**src/rtl/ram_arb_pkg.sv**
```systemverilog
// Shared widths and types for the two-requester RAM arbiter.
// Optional feature macro: RAM_ARB_LOCK_EN (grant locking).
package ram_arb_pkg;
  localparam int ADDR_W  = 10;
  localparam int DATA_W  = 16;
  localparam int CNT_W   = 16;
  localparam int NUM_REQ = 2;

  typedef logic req_id_t;

  typedef struct packed {
    logic              we;
    logic [ADDR_W-1:0] addr;
    logic [DATA_W-1:0] wdata;
  } req_t;
endpackage

```
**src/rtl/ram_arb_rr2.sv**
```systemverilog
// Two-way round-robin grant with last_grant memory; optional grant lock
// when RAM_ARB_LOCK_EN is defined. Grant is one-hot or zero, never during rst.
module ram_arb_rr2
  import ram_arb_pkg::*;
(
  input  logic       clk,
  input  logic       rst,
  input  logic [1:0] valid,
`ifdef RAM_ARB_LOCK_EN
  input  logic [1:0] lock,
`endif
  output logic [1:0] grant
);
  req_id_t last_grant_q, last_grant_d;
  req_id_t win;
`ifdef RAM_ARB_LOCK_EN
  logic    lock_act_q, lock_act_d;
  req_id_t lock_id_q, lock_id_d;
`endif

  always_comb begin
    grant        = 2'b00;
    last_grant_d = last_grant_q;
    if (!rst) begin
      case (valid)
        2'b01:   grant = 2'b01;
        2'b10:   grant = 2'b10;
        2'b11:   grant = last_grant_q ? 2'b01 : 2'b10;
        default: grant = 2'b00;
      endcase
`ifdef RAM_ARB_LOCK_EN
      // A held lock overrides round-robin only while its owner keeps valid high.
      if (lock_act_q && valid[lock_id_q])
        grant = lock_id_q ? 2'b10 : 2'b01;
`endif
    end
    win = grant[1];
    if (|grant) last_grant_d = win;
  end

`ifdef RAM_ARB_LOCK_EN
  always_comb begin
    lock_act_d = (|grant) & lock[win];
    lock_id_d  = win;
  end
`endif

  always_ff @(posedge clk or posedge rst) begin
    if (rst) begin
      last_grant_q <= 1'b1;
`ifdef RAM_ARB_LOCK_EN
      lock_act_q   <= 1'b0;
      lock_id_q    <= 1'b0;
`endif
    end else begin
      last_grant_q <= last_grant_d;
`ifdef RAM_ARB_LOCK_EN
      lock_act_q   <= lock_act_d;
      lock_id_q    <= lock_id_d;
`endif
    end
  end
endmodule

```
**src/rtl/ram_arb2.sv**
```systemverilog
// Two-requester arbiter in front of a 1024x16 registered-read block RAM.
// RAM_ARB_LOCK_EN adds req_lock inputs for sticky grants.
module ram_arb2 #(
  parameter int ADDR_W = ram_arb_pkg::ADDR_W,
  parameter int DATA_W = ram_arb_pkg::DATA_W
) (
  input  logic                                clk,
  input  logic                                rst,
  input  logic [1:0]                          req_valid,
  output logic [1:0]                          req_ready,
  input  logic [1:0]                          req_we,
  input  logic [1:0][ADDR_W-1:0]              req_addr,
  input  logic [1:0][DATA_W-1:0]              req_wdata,
`ifdef RAM_ARB_LOCK_EN
  input  logic [1:0]                          req_lock,
`endif
  output logic [1:0]                          rsp_valid,
  output logic [DATA_W-1:0]                   rsp_rdata,
  output logic [1:0][ram_arb_pkg::CNT_W-1:0]  acc_cnt,
  output logic                                ram_wren,
  output logic [ADDR_W-1:0]                   ram_wraddr,
  output logic [DATA_W-1:0]                   ram_di,
  output logic                                ram_rden,
  output logic [ADDR_W-1:0]                   ram_rdaddr,
  input  logic [DATA_W-1:0]                   ram_do
);
  localparam int STAGES = 2;
  localparam int CNT_W  = ram_arb_pkg::CNT_W;

  typedef struct packed {
    logic              we;
    logic [ADDR_W-1:0] addr;
    logic [DATA_W-1:0] wdata;
  } sel_t;

  logic [1:0]              grant;
  logic                    gid;
  sel_t                    sel;
  logic [STAGES:1]         vld_pipe_q, vld_pipe_d;
  logic [STAGES:1]         id_pipe_q, id_pipe_d;
  logic [DATA_W-1:0]       rsp_rdata_q, rsp_rdata_d;
  logic [1:0][CNT_W-1:0]   acc_cnt_q, acc_cnt_d;

  ram_arb_rr2 u_rr (
    .clk   (clk),
    .rst   (rst),
    .valid (req_valid),
`ifdef RAM_ARB_LOCK_EN
    .lock  (req_lock),
`endif
    .grant (grant)
  );

  assign req_ready = grant;

  always_comb begin
    gid        = grant[1];
    sel        = '{we: req_we[gid], addr: req_addr[gid], wdata: req_wdata[gid]};
    ram_wren   = 1'b0;
    ram_wraddr = '0;
    ram_di     = '0;
    ram_rden   = 1'b0;
    ram_rdaddr = '0;
    if (|grant) begin
      if (sel.we) begin
        ram_wren   = 1'b1;
        ram_wraddr = sel.addr;
        ram_di     = sel.wdata;
      end else begin
        ram_rden   = 1'b1;
        ram_rdaddr = sel.addr;
      end
    end
  end

  // Stage 1 is the RAM access cycle; stage 2 holds the captured ram_do.
  always_comb begin
    vld_pipe_d  = {vld_pipe_q[1], (|grant) & ~sel.we};
    id_pipe_d   = {id_pipe_q[1], gid};
    rsp_rdata_d = vld_pipe_q[1] ? ram_do : rsp_rdata_q;
    for (int k = 0; k < 2; k++)
      acc_cnt_d[k] = acc_cnt_q[k] + CNT_W'(grant[k]);
  end

  always_ff @(posedge clk or posedge rst) begin
    if (rst) begin
      vld_pipe_q  <= '0;
      id_pipe_q   <= '0;
      rsp_rdata_q <= '0;
      acc_cnt_q   <= '0;
    end else begin
      vld_pipe_q  <= vld_pipe_d;
      id_pipe_q   <= id_pipe_d;
      rsp_rdata_q <= rsp_rdata_d;
      acc_cnt_q   <= acc_cnt_d;
    end
  end

  assign rsp_valid = vld_pipe_q[STAGES] ? (id_pipe_q[STAGES] ? 2'b10 : 2'b01) : 2'b00;
  assign rsp_rdata = rsp_rdata_q;
  assign acc_cnt   = acc_cnt_q;
endmodule
```
**config.mk**
```make
export PLATFORM = sky130hd
export DESIGN_NAME = ram_arb2
export DESIGN_NICKNAME = d
export VERILOG_FILES = /design/src/rtl/ram_arb_pkg.sv /design/src/rtl/ram_arb_rr2.sv /design/src/rtl/ram_arb2.sv
export SDC_FILE = /design/constraint.sdc
export NUM_CORES = 1
export LEC_CHECK = 0
export CAP_MARGIN = 20
export CORE_MARGIN = 3
export CORE_UTILIZATION = 39
export CTS_CLUSTER_DIAMETER = 150
export DETAILED_ROUTE_END_ITERATION = 12
export HOLD_SLACK_MARGIN = 0.05
export PLACE_DENSITY = 0.86
export SLEW_MARGIN = 20
export SYNTH_ARGS = -nofsm -noshare
export SYNTH_HDL_FRONTEND = slang
export SYNTH_SLANG_ARGS = --single-unit
```
**constraint.sdc**
```tcl
create_clock -name clk -period 4.3 [get_ports clk]
set_clock_uncertainty 0.15 [all_clocks]
set_input_delay 0.645 -clock clk [delete_from_list [all_inputs] [get_ports clk]]
set_output_delay 0.645 -clock clk [all_outputs]
set_load 0.03 [all_outputs]
```
==> reports/qor.yml <==
grt_max_degree: 58
dieArea_um2: 8440
grt_pass1_wl_um: 13400
switching_share_pct: 36.2
p_total_mw: 1.68
clockBufferDepth: 2
synth-edff-count: 0
hold_path_class: "flop to flop"
p_leak_nw: 1.82
avgSynthCellArea_um2: 10.4
vias_per_cell: 5.30
yosysSeqAreaShare_pct: 46.2
synth_top_area_share_pct: 45.3
synth_cell_types: 34
grt_overflow: 0
worst_r2r_path_depth: 7
syn_area_um2: 2870
area_delta_synth_final_pct: 62.4
synth_top_area_cell: "dfrtp_1"
hp-start: "id_pipe_q[1]"
switchingPower_uw: 609
cts-root-buf: "clkbuf_8"
wl_um: 8270
hold_violations: 0
finalInstanceArea_um2: 4670
setup_tns_ps: 0
io_pins: 164
maxCapViolCount: 0
r2r_slack_ps: 1650
io_buffers: 163
fp-row-count: 30
peakVddDrop_uv: 166
pwr-share-seq_pct: 40.5
cts_tree: "done"
clkSinkCount: 53
place_congestion: 0.816
period_share_pct: 92.0
post_cts_buffers: 0
ant_nets: 0
core_um2: 6980
drt-initial-drc-count: 98
power_density_nw_per_um2: 360
syn_nets: 357
clkPwrFrac_pct: 19.3
status: "complete, no violations"
yosys-top-cells-area: "dfrtp_1 45%, a211oi_1 8.6%, nand3_1 6.4%"
dp_cells: 521
clkTransAtPathRegs_ps: 90
wire_per_inst_um: 15.6
cp_max_fo: 28
worstPathRequired_ps: 3500
antenna_found_initial: 0
synthTopCellsByCount: "52 x dfrtp_1, 37 x nand3_1, 33 x a211oi_1, 25 x o21ai_0"
cts_buffers: 5
layout.cells.non_filler: 529
min_to: "id_pipe_q[2]"
antenna_cells: 0
hold_depth: 0
yosysMostFrequentCell: "dfrtp_1"
relSlewSlack_pct: 52.5
final_nets: 512
grt_use_total_pct: 19.2
yosysWarningCount: 0
ys_dominant_reg_cell: "dfrtp_1"
worstMarginPinSlew_ps: 713
crit_type: "input port to primary output"
syn_inst: 277
r2r_end: "acc_cnt[26]"
cp-start-kind: "input port"
p_comb_share_pct: 40.2
start_util_pct: 41.2
drive_above_1_share_pct: 8.31
synth-seq-cells: 53
cts_resized: 0
fmax_mhz: 253
dr.pass1.iters: 6
p_int_mw: 1.07
placed_cell_area_um2: 4560
dp_hpwl_um: 6410
end_kind: "primary output"
dieHeight_um: 91.8
async_flop_share_pct: 100
rr_startpoint: "u_rr.last_grant_q"
drc: 0
htreeDepth: 2
clk_latency_ps: 300
dieWidth_um: 91.8
n_fill_cell: 553
grt_pass1_vias: 2850
setup_viol: 0
holdBufCountCts: 0
num_vias: 2803
finalCriticalPeriod_ps: 3960
grt_setup_unrepaired: "no"
drv_slew: 0
crit_arrival_ps: 3160
## power by group through the flow
stage	Combinational (mW)	Sequential (mW)	Clock, mW
after floorplan	0.208	0.838	0
after global placement	0.669	0.686	0
after detailed placement	0.681	0.691	0
after CTS	0.683	0.681	0.336
after global routing	0.713	0.697	0.358
final	0.676	0.680	0.325
## final cells by class
cell class | count | area [um2] | share of cell area (%)
tap | 96 | 120 | 2.57
multi-input combinational | 200 | 1420 | 30.3
clock inverter | 2 | 38.8 | 0.831
timing repair buffer | 168 | 1680 | 35.9
inverter | 4 | 15.0 | 0.322
clock buffer | 6 | 72.6 | 1.55
sequential | 53 | 1330 | 28.4
## per-layer routing
| metal | GRT usage, % | part of all wire, % | vias up | wire length, um |
|---|---|---|---|---|
| met1 | 21.3 | 39 | 1317 | 3250 |
| li1 | - | - | 1342 | - |
| met3 | 8.04 | 11 | 15 | 884 |
| met5 | 0 | 0 | - | 0 |
| met2 | 33.4 | 48 | 129 | 3960 |
| met4 | 5.94 | 2.1 | 0 | 172 |
## worst max path at each step
stage | start | endpoint | slack, ps | cells past startpoint
after global placement | req_valid[0] | ram_rdaddr[7] | 420 | 5
after global routing | req_valid[0] | ram_rdaddr[6] | 210 | 5
after CTS | req_valid[0] | ram_rdaddr[6] | 320 | 5
final | req_valid[0] | ram_rdaddr[6] | 340 | 5
after detailed placement | req_valid[0] | ram_rdaddr[6] | 360 | 5
after floorplan | rst | acc_cnt[12] | 820 | 9
## critical path, cell delays in order
cell             delay, ps
clkdlybuf4s50_1        610
a21bo_1                620
o21ai_0                240
a211oi_1               310
clkdlybuf4s50_1        720
## through the flow
stage	hold WS, ps	setup WS, ps	utilization [%]
6_report	203	344	66.8
5_1_grt	215	206	66.8
4_1_cts	207	325	66.8
3_5_place_dp	193	355	65.3
3_3_place_gp	192	418	65.3
2_1_floorplan	181	816	-
## cell usage in the layout, fill, tap and decap left out, drive strengths merged, types with 2 or more instances in the layout
master	instances
clkbuf	6
nand3	37
buf	6
dfrtp	52
and4	3
and2	2
nand2	7
clkdlybuf4s50	162
nor2b	2
mux2	16
nor3	5
nor4	6
xnor2	12
ha	6
o21ai	26
a211oi	36
nor2	7
xor2	16
inv	4
nand4	10
## flip-flops by register name, indices dropped and copies added, names as in the netlist
name and count:
vld_pipe_q 2, u_rr.last_grant_q 1, id_pipe_q 2, rsp_rdata 16, acc_cnt 32
## logic make-up after synthesis
| kind of cell | share of synthesized area [%] |
|---|---|
| fa+ha+maj | 2.61 |
| simple gates | 15.2 |
| xor+xnor | 8.53 |
| compound gates | 16.7 |
| flops | 46.2 |
| buf+inv | 4.53 |
| mux | 6.27 |
Power figures use the tool's default switching activity.
